[config.mk]
export PLATFORM = sky130hd
export DESIGN_NAME = cordic_vector_flat
export DESIGN_NICKNAME = d
export VERILOG_FILES = /design/src/rtl/cordic_vector_if.sv /design/src/rtl/cordic_vector.sv /design/src/flat_wrapper.sv
export SDC_FILE = /design/constraint.sdc
export NUM_CORES = 1
export LEC_CHECK = 0
export BUFFER_PORTS_ARGS = -buffer_cell sky130_fd_sc_hd__buf_2
export CAP_MARGIN = 20
export CORE_MARGIN = 2
export CORE_UTILIZATION = 40
export CTS_BUF_LIST = sky130_fd_sc_hd__clkbuf_8 sky130_fd_sc_hd__clkbuf_16
export CTS_CLUSTER_SIZE = 8
export DETAILED_ROUTE_END_ITERATION = 10
export PLACE_DENSITY = 0.65
export SYNTH_ARGS = -nofsm -noshare
export SYNTH_HDL_FRONTEND = slang
export SYNTH_SLANG_ARGS = --single-unit
[constraint.sdc]
create_clock -name clk -period 8 [get_ports clk]
set_clock_uncertainty 0.05 [all_clocks]
set_input_delay 1.2 -clock clk [delete_from_list [all_inputs] [get_ports clk]]
set_output_delay 1.2 -clock clk [all_outputs]
set_load 0.05 [all_outputs]
[src/rtl/cordic_vector_if.sv]
// cordic_vector_if: valid/ready input and output handshakes of the vectoring CORDIC
interface cordic_vector_if #(parameter int DATA_WIDTH = 8);
  logic signed [DATA_WIDTH-1:0] x_in;
  logic signed [DATA_WIDTH-1:0] y_in;
  logic in_valid;
  logic in_ready;
  logic signed [DATA_WIDTH-1:0] angle_out;
  logic [DATA_WIDTH-1:0] mag_out;
  logic out_valid;
  logic out_ready;
  modport master (output x_in, y_in, in_valid, out_ready, input in_ready, angle_out, mag_out, out_valid);
  modport slave (input x_in, y_in, in_valid, out_ready, output in_ready, angle_out, mag_out, out_valid);
endinterface

[src/rtl/cordic_vector.sv]
// cordic_vector: iterative vectoring CORDIC returning atan2(y, x) in units of pi and the gain-corrected magnitude
module cordic_vector #(
  parameter int DATA_WIDTH = 8,
  parameter int ITER_COUNT = 12
) (
  input logic clk,
  input logic rst,
  cordic_vector_if.slave bus_io
);
  localparam int IW = DATA_WIDTH + 8;
  localparam int ZS = 15 - DATA_WIDTH;
  localparam logic signed [16:0] AMAX = 17'(2 ** (DATA_WIDTH - 1) - 1);
  localparam logic signed [16:0] AMIN = -AMAX - 17'sd1;
  localparam int MMAX = 2 ** DATA_WIDTH - 1;
  localparam logic signed [15:0] ATAN [16] = '{
    16'sd4096, 16'sd2418, 16'sd1278, 16'sd649, 16'sd326, 16'sd163, 16'sd81, 16'sd41,
    16'sd20, 16'sd10, 16'sd5, 16'sd3, 16'sd1, 16'sd1, 16'sd0, 16'sd0
  };
  typedef enum logic [2:0] {IDLE, PRE, ITER, SCALE, DONE} state_t;
  state_t state_q, state_d;
  logic signed [IW-1:0] x_q, x_d, y_q, y_d, dx, dy;
  logic signed [15:0] z_q, z_d;
  logic [3:0] i_q, i_d;
  logic zero_q, zero_d;
  logic signed [DATA_WIDTH-1:0] angle_q, angle_d, a_sat;
  logic [DATA_WIDTH-1:0] mag_q, mag_d, m_sat;
  logic signed [16:0] a_full;
  logic signed [31:0] m_full;
  logic neg;
  assign neg = y_q[IW-1];
  assign dx = x_q >>> i_q;
  assign dy = y_q >>> i_q;
  assign a_full = (17'(z_q) + 17'(2 ** (ZS - 1))) >>> ZS;
  assign a_sat = (a_full > AMAX) ? DATA_WIDTH'(AMAX) : (a_full < AMIN) ? DATA_WIDTH'(AMIN) : a_full[DATA_WIDTH-1:0];
  assign m_full = (32'(x_q) * 32'sd2487 + 32'sd131072) >>> 18;
  assign m_sat = (m_full > MMAX) ? DATA_WIDTH'(MMAX) : (m_full < 0) ? '0 : m_full[DATA_WIDTH-1:0];
  assign bus_io.in_ready = state_q == IDLE;
  assign bus_io.out_valid = state_q == DONE;
  assign bus_io.angle_out = angle_q;
  assign bus_io.mag_out = mag_q;
  // next state: capture, quadrant fold into the right half-plane, micro-rotations, then rounding and gain removal
  always_comb begin
    state_d = state_q;
    x_d = x_q;
    y_d = y_q;
    z_d = z_q;
    i_d = i_q;
    zero_d = zero_q;
    angle_d = angle_q;
    mag_d = mag_q;
    unique case (state_q)
      IDLE: if (bus_io.in_valid) begin
        x_d = IW'(bus_io.x_in) <<< 6;
        y_d = IW'(bus_io.y_in) <<< 6;
        zero_d = (bus_io.x_in == '0) && (bus_io.y_in == '0);
        state_d = PRE;
      end
      PRE: begin
        x_d = !x_q[IW-1] ? x_q : neg ? -y_q : y_q;
        y_d = !x_q[IW-1] ? y_q : neg ? x_q : -x_q;
        z_d = !x_q[IW-1] ? 16'sd0 : neg ? -16'sd8192 : 16'sd8192;
        i_d = '0;
        state_d = ITER;
      end
      ITER: begin
        x_d = neg ? x_q - dy : x_q + dy;
        y_d = neg ? y_q + dx : y_q - dx;
        z_d = neg ? z_q - ATAN[i_q] : z_q + ATAN[i_q];
        i_d = i_q + 4'd1;
        state_d = (i_q == 4'(ITER_COUNT - 1)) ? SCALE : ITER;
      end
      SCALE: begin
        angle_d = zero_q ? '0 : a_sat;
        mag_d = zero_q ? '0 : m_sat;
        state_d = DONE;
      end
      DONE: state_d = bus_io.out_ready ? IDLE : DONE;
      default: state_d = IDLE;
    endcase
  end
  // state and datapath registers; reset returns to IDLE with everything cleared
  always_ff @(posedge clk) begin
    if (!rst) begin
      state_q <= IDLE;
      x_q <= '0;
      y_q <= '0;
      z_q <= '0;
      i_q <= '0;
      zero_q <= 1'b0;
      angle_q <= '0;
      mag_q <= '0;
    end else begin
      state_q <= state_d;
      x_q <= x_d;
      y_q <= y_d;
      z_q <= z_d;
      i_q <= i_d;
      zero_q <= zero_d;
      angle_q <= angle_d;
      mag_q <= mag_d;
    end
  end
endmodule

[src/flat_wrapper.sv]
// flat-port wrapper written by rule: the top's interface ports become plain ports
module cordic_vector_flat 
#(
  parameter int DATA_WIDTH = 8,
  parameter int ITER_COUNT = 12
)
  (clk, rst, bus_io_x_in, bus_io_y_in, bus_io_in_valid, bus_io_out_ready, bus_io_in_ready, bus_io_angle_out, bus_io_mag_out, bus_io_out_valid);
  cordic_vector_if #(.DATA_WIDTH(DATA_WIDTH)) bus_io_i ();
  input logic clk;
  input logic rst;
  input wire logic [$bits(bus_io_i.x_in)-1:0] bus_io_x_in;
  input wire logic [$bits(bus_io_i.y_in)-1:0] bus_io_y_in;
  input wire logic [$bits(bus_io_i.in_valid)-1:0] bus_io_in_valid;
  input wire logic [$bits(bus_io_i.out_ready)-1:0] bus_io_out_ready;
  output wire logic [$bits(bus_io_i.in_ready)-1:0] bus_io_in_ready;
  output wire logic [$bits(bus_io_i.angle_out)-1:0] bus_io_angle_out;
  output wire logic [$bits(bus_io_i.mag_out)-1:0] bus_io_mag_out;
  output wire logic [$bits(bus_io_i.out_valid)-1:0] bus_io_out_valid;
  assign bus_io_i.x_in = bus_io_x_in;
  assign bus_io_i.y_in = bus_io_y_in;
  assign bus_io_i.in_valid = bus_io_in_valid;
  assign bus_io_i.out_ready = bus_io_out_ready;
  assign bus_io_in_ready = bus_io_i.in_ready;
  assign bus_io_angle_out = bus_io_i.angle_out;
  assign bus_io_mag_out = bus_io_i.mag_out;
  assign bus_io_out_valid = bus_io_i.out_valid;
  cordic_vector #(.DATA_WIDTH(DATA_WIDTH), .ITER_COUNT(ITER_COUNT)) u_core (.clk(clk), .rst(rst), .bus_io(bus_io_i));
endmodule
==> impl_metrics.json <==
{
  "status": "completed",
  "synth_top_area_cell": "ha_1",
  "dr_total_vias": 10850,
  "grt_max_degree": 48,
  "powerDensity_nw_per_um2": 294.1,
  "drt-wirelength-per-cell_um": 19.55,
  "finalHoldViolations": 0,
  "setup.worst_path.class": "register to register",
  "drtPass1Iterations": 8,
  "yosysWarnings": 0,
  "grt_setup_unrepaired": "false",
  "ctsHoldBuffers": 0,
  "gr-total-overflow": 0,
  "async_reset_ff_frac": 0,
  "synth_edf_count": 0,
  "synth_seq_area_share": 0.1164,
  "worstPathMaxFanout": 9,
  "dpl.hpwl_um": 28190,
  "cts_root_buf": "clkbuf_16",
  "fin_tns_setup_ps": 0,
  "leakage_nw": 5.825,
  "final_common_cell": "ha_1",
  "netlist_instances": 1445,
  "drv_slew": 0,
  "antenna_found_initial": 2,
  "cp_top_family": "adder cells",
  "synthDistinctLibCells": 80,
  "ios": 38,
  "drc": 0,
  "drt_iter0_drc": 1048,
  "fp.dieArea_sq_um": 32370,
  "crit_path_start_kind": "register",
  "setup_slack_ps": 1464,
  "crit_chain": "inv_1 -> ha_1 -> xor2_1 -> ha_1 -> inv_1 -> fa_1 -> fa_1 -> inv_1 -> fa_1 -> ha_1 -> ha_1 -> nor4_1 -> o211ai_1 -> a32oi_1 -> o21ai_0 -> a221o_1 -> a21oi_1 -> nor2b_1 -> o31a_1 -> a221o_1",
  "ys_ff_latch": 72,
  "portBuffers": 37,
  "clk_latency_ps": 360,
  "cts_setup_buffers": 0,
  "place_ws_ps": 1526,
  "dieHeight_um": 179.9,
  "finalSetupViolCount": 0,
  "crit_slowest_cell": "dfxtp_1",
  "cp-end-kind": "register",
  "htree_levels": 3,
  "synth_nets": 1724,
  "hold_depth": 2,
  "grt_pass1_vias": 10480,
  "min_path_type": "register to register",
  "chipWidth_um": 179.9,
  "via_per_inst": 5.921,
  "place_congestion": 0.9766,
  "finalCritPeriodShare": 0.8169,
  "cp_common_cell": "ha_1",
  "clk_pin_slew_ps": 70,
  "row_count": 64,
  "netlist_area_sq_um": 12380,
  "dp.cells": 1817,
  "wl_um": 35840,
  "slew_headroom": 0.2392,
  "grtUsageTotal": 0.2241,
  "max_cap_violations": 0,
  "ys_top_cells_by_area": "ha_1, fa_1, dfxtp_1",
  "mostFrequentLayoutCells": "ha_1, inv_1, nor2_1",
  "diodes": 0,
  "fin_crit_ps": 6536,
  "cts_resized": 0,
  "grt_pass1_wl_um": 58230,
  "crit_arrival_ps": 6730,
  "ant_nets": 0,
  "post_layout_nonfiller_instances": 1833,
  "clockBufferDepth": 2,
  "ir_drop_mv": 0.3121,
  "rr_worst_depth": 20,
  "ys.flop_type": "dfxtp_1",
  "path_buf_inv": 3,
  "critPathMaxStageDelay_ps": 510,
  "syn_to_final_growth_pct": 5.903,
  "yosysTopAreaCellShare": 0.1759,
  "initial_core_util": 0.4057,
  "fmax_mhz": 153.0,
  "cts_inserted_buffers": 9,
  "required_ps": 8190,
  "nNetsFinal": 1711,
  "drive_above_1_share": 0.08768,
  "cts_sinks": 72,
  "cp.depth": 20,
  "avgSynthCellArea_sq_um": 8.566,
  "cts_tree": "built",
  "worstMarginPinSlew_ps": 1137,
  "core_sq_um": 30510
}
[registers in the layout, summed over array words and instances (netlist names)]
| signal | count |
|---|---|
| u_core.i_q | 4 |
| u_core.x_q | 16 |
| u_core.bus_io.mag_out | 8 |
| u_core.bus_io.angle_out | 8 |
| u_core.zero_q | 1 |
| u_core.z_q | 16 |
| u_core.state_q | 3 |
| u_core.y_q | 16 |
[cell families after synthesis]
kind of cell / after synthesis / share of synthesized area
compound gates: 373 / 0.1997
xor+xnor: 113 / 0.07996
fa+ha+maj: 259 / 0.3134
buf+inv: 225 / 0.07440
flops: 72 / 0.1164
mux: 54 / 0.07440
simple gates: 349 / 0.1417
[path summary, 6_finish.rpt]
check,start,end,slack (ps)
worst min register to register,u_core.z_q[4],u_core.z_q[4],410
worst max register to register,u_core.x_q[6],u_core.bus_io.mag_out[5],1460
worst max-delay path,u_core.x_q[6],u_core.bus_io.mag_out[5],1460
worst min-delay path,u_core.z_q[4],u_core.z_q[4],410
[metrics by stage]
step | instance area, sq um | hold WS, ps | util | power [mW]
finish | 13110 | 412.3 | 0.4297 | 3.855
global route | 13110 | 430.2 | 0.4297 | 4.289
CTS | 13110 | 419.0 | 0.4297 | 3.866
detailed placement | 12840 | 410.1 | 0.4207 | 3.441
global placement | 12840 | 402.0 | 0.4207 | 3.396
floorplan | 12380 | 386.2 | - | 2.781
[worst min-delay path, cell delays in order (launching register included)]
cell and delay, ps:
dfxtp_1 310, nand2_1 50, a21oi_1 50
[report_power, final]
| group | total [mW] | internal [mW] | switching, mW |
|---|---|---|---|
| logic | 2.97 | 1.29 | 1.68 |
| clock network | 0.391 | 0.210 | 0.181 |
| registers | 0.490 | 0.394 | 0.0965 |
| total | 3.86 | 1.90 | 1.96 |
[routing by layer]
layer / track usage / vias to the layer above / part of all wire
met3: 0.04538 / 69 / 0.078
li1: - / 5154 / -
met4: 0.09073 / 0 / 0.039
met5: 0 / - / 0
met1: 0.3143 / 5250 / 0.45
met2: 0.3361 / 380 / 0.44
[synthesized netlist by cell type (7+ instances only)]
cell	count
o221ai_1	7
dfxtp_1	72
a211oi_1	16
nor3_1	29
o21a_1	12
or3_1	11
ha_1	174
a221o_1	8
xor2_1	31
inv_1	147
a31oi_1	14
clkbuf_1	52
buf_1	8
and3_1	8
or2_2	9
mux4_2	23
xnor2_1	82
nand3_1	29
nor2b_1	15
o31ai_1	8
nand2_1	67
a21o_1	14
mux2i_1	19
o21ai_0	66
a21oi_1	105
a221oi_1	26
a22oi_1	21
nand2b_1	21
nor4_1	8
fa_1	85
nor2_1	114
o211ai_1	12
[final cells by class]
class                   count  area (sq um)
flip-flops and latches     72          1445
well taps                 396         495.5
inverters                 149         559.3
repair buffers             52         310.3
clock inverters             7         47.55
fillers                  3031         17400
clock buffers               9         225.2
multi-input cells        1148         10030
(Power assumes the default switching activity.)
